--- src/rtl/tx_sequencer.sv ---
// tx_sequencer: round-robin controller that sequences moves through the 8-bit mbus/abus transfer register
// Optional feature macro: TX_SEQ_TIMEOUT_EN (bounded destination wait; a timed-out move acks with err).
// Ports:
//   clk, reset             system clock; asynchronous active-low reset
//   req0/dir0, req1/dir1   level requests (held until ack) and directions (0 = mbus->abus, 1 = abus->mbus)
//   mbus_free, abus_free   high when no other device drives that bus
//   ack0, ack1, err        one-cycle completion pulses; err marks a timed-out move
//   grant, busy            requester being served, valid while busy
//   aloadn, mloadn         active-low register load from abus / mbus
//   aoutn, moutn           active-low register drive onto abus / mbus
//   dst_stb                high in the last drive cycle
module tx_sequencer #(
    parameter int DRIVE_CYCLES = 1,
    parameter int TIMEOUT_W    = 4
) (
    input  logic clk,
    input  logic reset,
    input  logic req0,
    input  logic dir0,
    input  logic req1,
    input  logic dir1,
    input  logic mbus_free,
    input  logic abus_free,
    output logic ack0,
    output logic ack1,
    output logic err,
    output logic grant,
    output logic busy,
    output logic aloadn,
    output logic mloadn,
    output logic aoutn,
    output logic moutn,
    output logic dst_stb
);
    typedef enum logic [2:0] {IDLE, LOAD, WAIT_DST, DRIVE, ACK} state_t;
    state_t state;
    logic dir, last, pick, pick_dir, dst_free, drive_last;
    logic [1:0] cnt;
`ifdef TX_SEQ_TIMEOUT_EN
    logic [TIMEOUT_W-1:0] tcnt;
`endif
    if (DRIVE_CYCLES < 1 || DRIVE_CYCLES > 4 || TIMEOUT_W < 1) begin : g_bad_param
        $error("tx_sequencer: DRIVE_CYCLES must be 1..4 and TIMEOUT_W at least 1");
    end
    // last holds the previously granted requester; on a tie the other one wins
    assign pick       = (req0 && req1) ? ~last : req1;
    assign pick_dir   = pick ? dir1 : dir0;
    assign dst_free   = dir ? mbus_free : abus_free;
    assign drive_last = cnt == 2'(DRIVE_CYCLES - 1);
    // outputs are registered, so every branch sets the values for the state being entered
    always_ff @(posedge clk or negedge reset) begin
        if (!reset) begin
            state   <= IDLE;
            dir     <= 1'b0;
            last    <= 1'b1;
            cnt     <= '0;
            grant   <= 1'b0;
            busy    <= 1'b0;
            ack0    <= 1'b0;
            ack1    <= 1'b0;
            err     <= 1'b0;
            dst_stb <= 1'b0;
            aloadn  <= 1'b1;
            mloadn  <= 1'b1;
            aoutn   <= 1'b1;
            moutn   <= 1'b1;
`ifdef TX_SEQ_TIMEOUT_EN
            tcnt    <= '0;
`endif
        end else begin
            {ack0, ack1, err, dst_stb} <= '0;
            {aloadn, mloadn, aoutn, moutn} <= '1;
            case (state)
                IDLE: begin
                    if (req0 || req1) begin
                        state  <= LOAD;
                        busy   <= 1'b1;
                        grant  <= pick;
                        dir    <= pick_dir;
                        mloadn <= pick_dir;
                        aloadn <= ~pick_dir;
                    end
                end
                LOAD, WAIT_DST: begin
                    if (dst_free) begin
                        state   <= DRIVE;
                        cnt     <= '0;
                        aoutn   <= dir;
                        moutn   <= ~dir;
                        dst_stb <= DRIVE_CYCLES == 1;
`ifdef TX_SEQ_TIMEOUT_EN
                    end else if (state == WAIT_DST && &(tcnt + 1'b1)) begin
                        state <= ACK;
                        err   <= 1'b1;
                        ack0  <= ~grant;
                        ack1  <= grant;
                    end else begin
                        state <= WAIT_DST;
                        tcnt  <= (state == LOAD) ? '0 : tcnt + 1'b1;
                    end
`else
                    end else begin
                        state <= WAIT_DST;
                    end
`endif
                end
                DRIVE: begin
                    if (drive_last) begin
                        state <= ACK;
                        ack0  <= ~grant;
                        ack1  <= grant;
                    end else begin
                        cnt     <= cnt + 2'd1;
                        aoutn   <= dir;
                        moutn   <= ~dir;
                        dst_stb <= cnt + 2'd2 == 2'(DRIVE_CYCLES);
                    end
                end
                ACK: begin
                    state <= IDLE;
                    busy  <= 1'b0;
                    last  <= grant;
                end
                default: begin
                    state <= IDLE;
                    busy  <= 1'b0;
                end
            endcase
        end
    end
    assert property (@(posedge clk) disable iff (!reset) aloadn || mloadn);
    assert property (@(posedge clk) disable iff (!reset) aoutn || moutn);
    assert property (@(posedge clk) disable iff (!reset) (aloadn && mloadn) || (aoutn && moutn));
    assert property (@(posedge clk) disable iff (!reset) !(ack0 && ack1));
endmodule

--- config.mk ---
export PLATFORM = sky130hd
export DESIGN_NAME = tx_sequencer
export DESIGN_NICKNAME = d
export VERILOG_FILES = /design/src/rtl/tx_sequencer.sv
export SDC_FILE = /design/constraint.sdc
export NUM_CORES = 1
export LEC_CHECK = 0
export BUFFER_PORTS_ARGS = -buffer_cell sky130_fd_sc_hd__buf_2
export CORE_MARGIN = 3
export CORE_UTILIZATION = 51
export DETAILED_ROUTE_END_ITERATION = 10
export PLACE_DENSITY = 0.79
export RECOVER_POWER = 50
export SYNTH_ARGS = -nofsm -noshare
export SYNTH_HDL_FRONTEND = slang
export SYNTH_SLANG_ARGS = --single-unit
--- constraint.sdc ---
create_clock -name clk -period 1.33 [get_ports clk]
set_input_delay 0.1995 -clock clk [delete_from_list [all_inputs] [get_ports clk]]
set_output_delay 0.1995 -clock clk [all_outputs]
set_load 0.05 [all_outputs]
==> flow_summary_export.csv <==
group,metric,value,unit
status,status,"complete, no violations",
drt,dr.pass1.iters,4,
synthesis,ys_types,38,
synthesis,synth_top_family_by_area,"simple AND/OR/NAND/NOR gates",
power_and_ir_drop,peakVddDrop,1.32,mV
sta,maxSlewViolCount,0,
setup_path,critPathKind,"flop to primary output",
die,rows,13,
drt,wl,1400,um
drt,initialDrtViolationCount,12,
sta,setup_viol,0,
synthesis,synth_fp_nets,83,
final_layout,drive_gt1_share,40.9,%
hold_path,worst_hold_path_type,"primary input to flop",
synthesis,synth_xor_area_share,1.06,%
synthesis,syn_area,830,um^2
die,fp.dieW,46.3,um
placed_design,io_buffer_count,16,
clock_tree,clock_path_buffers,2,
sta,finalSetupTns,0,ps
synthesis,ys.flop_type,"dfrtp_1",
placed_design,routabilityCongestion,0.729,
setup_path,cp_num_buf_inv,1,
synthesis,seq_area_frac_synth,49.0,%
setup_path,end_kind,"primary output",
final_layout,n_fill_cell,108,
clock_tree,root_buffer,"clkbuf_4",
sta,fin_skew,6.52,ps
synthesis,synth.top_cell.area_share,33.2,%
final_layout,multi_input_area,367,um^2
die,die_area,0.00215,mm^2
hold_path,worstHoldPathCells,3,
job,max-cap-violations,0,
sta,slew_headroom,46.1,%
synthesis,synth_warnings,0,
synthesis,synth_edf_count,0,
setup_path,cp_top_family,"flip-flops",
clock_tree,cts_tree,"built",
final_layout,layoutNonFillerInstCount,108,
drt,via_per_inst,5.40,
drt,drc,0,
synthesis,synth_compound_area_share,14.0,%
global_routing,grt_usage,15.4,%
power_and_ir_drop,finalPower,2.54,mW
final_layout,final_nets,104,
setup_path,cp.arrival,1070,ps
setup_path,cp_cell_sequence,"buf_2",
final_layout,register_area,409,um^2
drt,drt-wirelength-per-cell,13.0,um
synthesis,ys_async_sr_fraction,100,%
die,io_pins,18,
final_layout,synthToLayoutAreaGrowth,15.4,%
final_layout,utilization,67.6,%
sta,timing.fmax,0.790,GHz
final_layout,layout_common_cells,"buf_2, dfrtp_1, nand2_1",
synthesis,synth-simple-area-share,23.1,%
setup_path,cp-start-kind,"flop",
drt,drtAntennaViolNets,0,
final_layout,antenna_cells,0,
setup_path,reg2reg_depth,5,
setup_path,worstPathRequired,1130,ps
global_routing,overflow,0,
placed_design,dp_hpwl,1080,um
synthesis,syn-instance-count,73,
synthesis,synth_area_per_cell,11.4,um^2
synthesis,synthMuxAreaShare,2.56,%
power_and_ir_drop,p_per_area,2650,mW/mm^2
placed_design,dp.cells,102,
sta,layout_min_cycle_time,1270,ps
setup_path,cpPeakStageDelay,520,ps
global_routing,antenna_found_initial,0,
setup_path,crit_slowest_cell,"dfstp_2",
setup_path,critPathMaxFanout,1,
power_and_ir_drop,p_leak,0.452,nW
synthesis,yosys.area.top_type,"dfrtp_1",
sta,min_period_over_period,95.1,%
clock_tree,insertion_delay,290,ps
global_routing,grt_max_degree,17,
die,start_util,58.6,%
sta,rsz0062_at_grt,"yes",
setup_path,path_depth,1,
sta,worstMarginPinSlew,808,ps
clock_tree,htree_levels,1,
clock_tree,clk_pin_slew,90,ps
global_routing,grt_pass1_wl,2280,um
die,die_h,46.3,um
final_layout,layout_commonest_cell,"buf_2",
synthesis,yosys-top-cells-area,"dfrtp_1, dfstp_2, buf_6",
synthesis,ys_ff_latch,16,
global_routing,grt_pass1_vias,559,
die,core-area,0.00142,mm^2
clock_tree,clock-sinks,16,
final_layout,postLayoutCellArea,957,um^2
setup_path,rrSetupSlack,80,ps
sta,final-hold-violation-count,0,
drt,vias,583,
clock_tree,numCtsBuffers,3,
placed_design,placedInstanceArea,902,um^2
synthesis,yosys.area_share.adder,3.02,%
[final cells by class]
type	instances	share of cell area (%)
tap	15	1.96
sequential	16	42.7
multi-input combinational	49	38.3
inverter	4	1.57
timing repair buffer	20	11.6
clock buffer	4	3.79
[synthesized netlist by cell type (all sizes together) (2+ instances only)]
master  instances
a21boi          2
dfstp           5
ha              2
nand2           8
inv             4
buf             4
nor2            2
and2            2
nand2b          2
and3            2
dfrtp          11
o21ai           4
nor2b           5
nor3            3
a211o           2
[metal layers]
layer	up-vias	track usage, %	routed length [um]
met1	268	18.0	614
met2	18	24.7	701
li1	295	-	-
met5	-	0	0
met4	0	10.2	22
met3	2	3.52	65
[per-stage QoR]
step                      worst slack (ps)  hold slack (ps)
after detailed placement              16.6              127
after CTS                             3.33              164
after global placement                64.1              125
final                                 64.6              184
after floorplan                        108            -96.1
after global routing                 0.134              197
[power by group]
group	switching (mW)	internal, mW	leakage, nW
registers	0.231	0.740	0.189
logic	0.757	0.496	0.242
clock network	0.147	0.167	0.0210
total	1.14	1.40	0.452
[cells by family (layout without fill, tap and decap cells)]
kind of cell | Yosys count | after routing
other cells | 1 | 1
fa+ha+maj | 2 | 2
flops | 16 | 16
compound gates | 15 | 15
mux | 2 | 2
xor+xnor | 1 | 1
buf+inv | 8 | 28
simple gates | 28 | 28
[state kept, by name, summed over array words and instances, names as in the netlist]
signal	count
cnt	2
dir	1
ack0	1
aoutn	1
busy	1
aloadn	1
mloadn	1
last	1
grant	1
dst_stb	1
moutn	1
ack1	1
state	3
[worst paths after layout]
check | startpoint | to
max | mloadn | mloadn
min | dir1 | aloadn
max reg2reg | cnt[0] | cnt[0]
min reg2reg | busy | busy
max in group asynchronous | reset | state[0]
min in group asynchronous | reset | dir
[repair_timing]
action / CTS / global route
setup buffers: 0 / 1
gates resized for setup: 0 / 2
hold endpoints to repair: 11 / 0
endpoints found under the setup margin: 0 / 5
hold buffers: 1 / 0
Note: power is estimated with default switching activity, not from simulation.
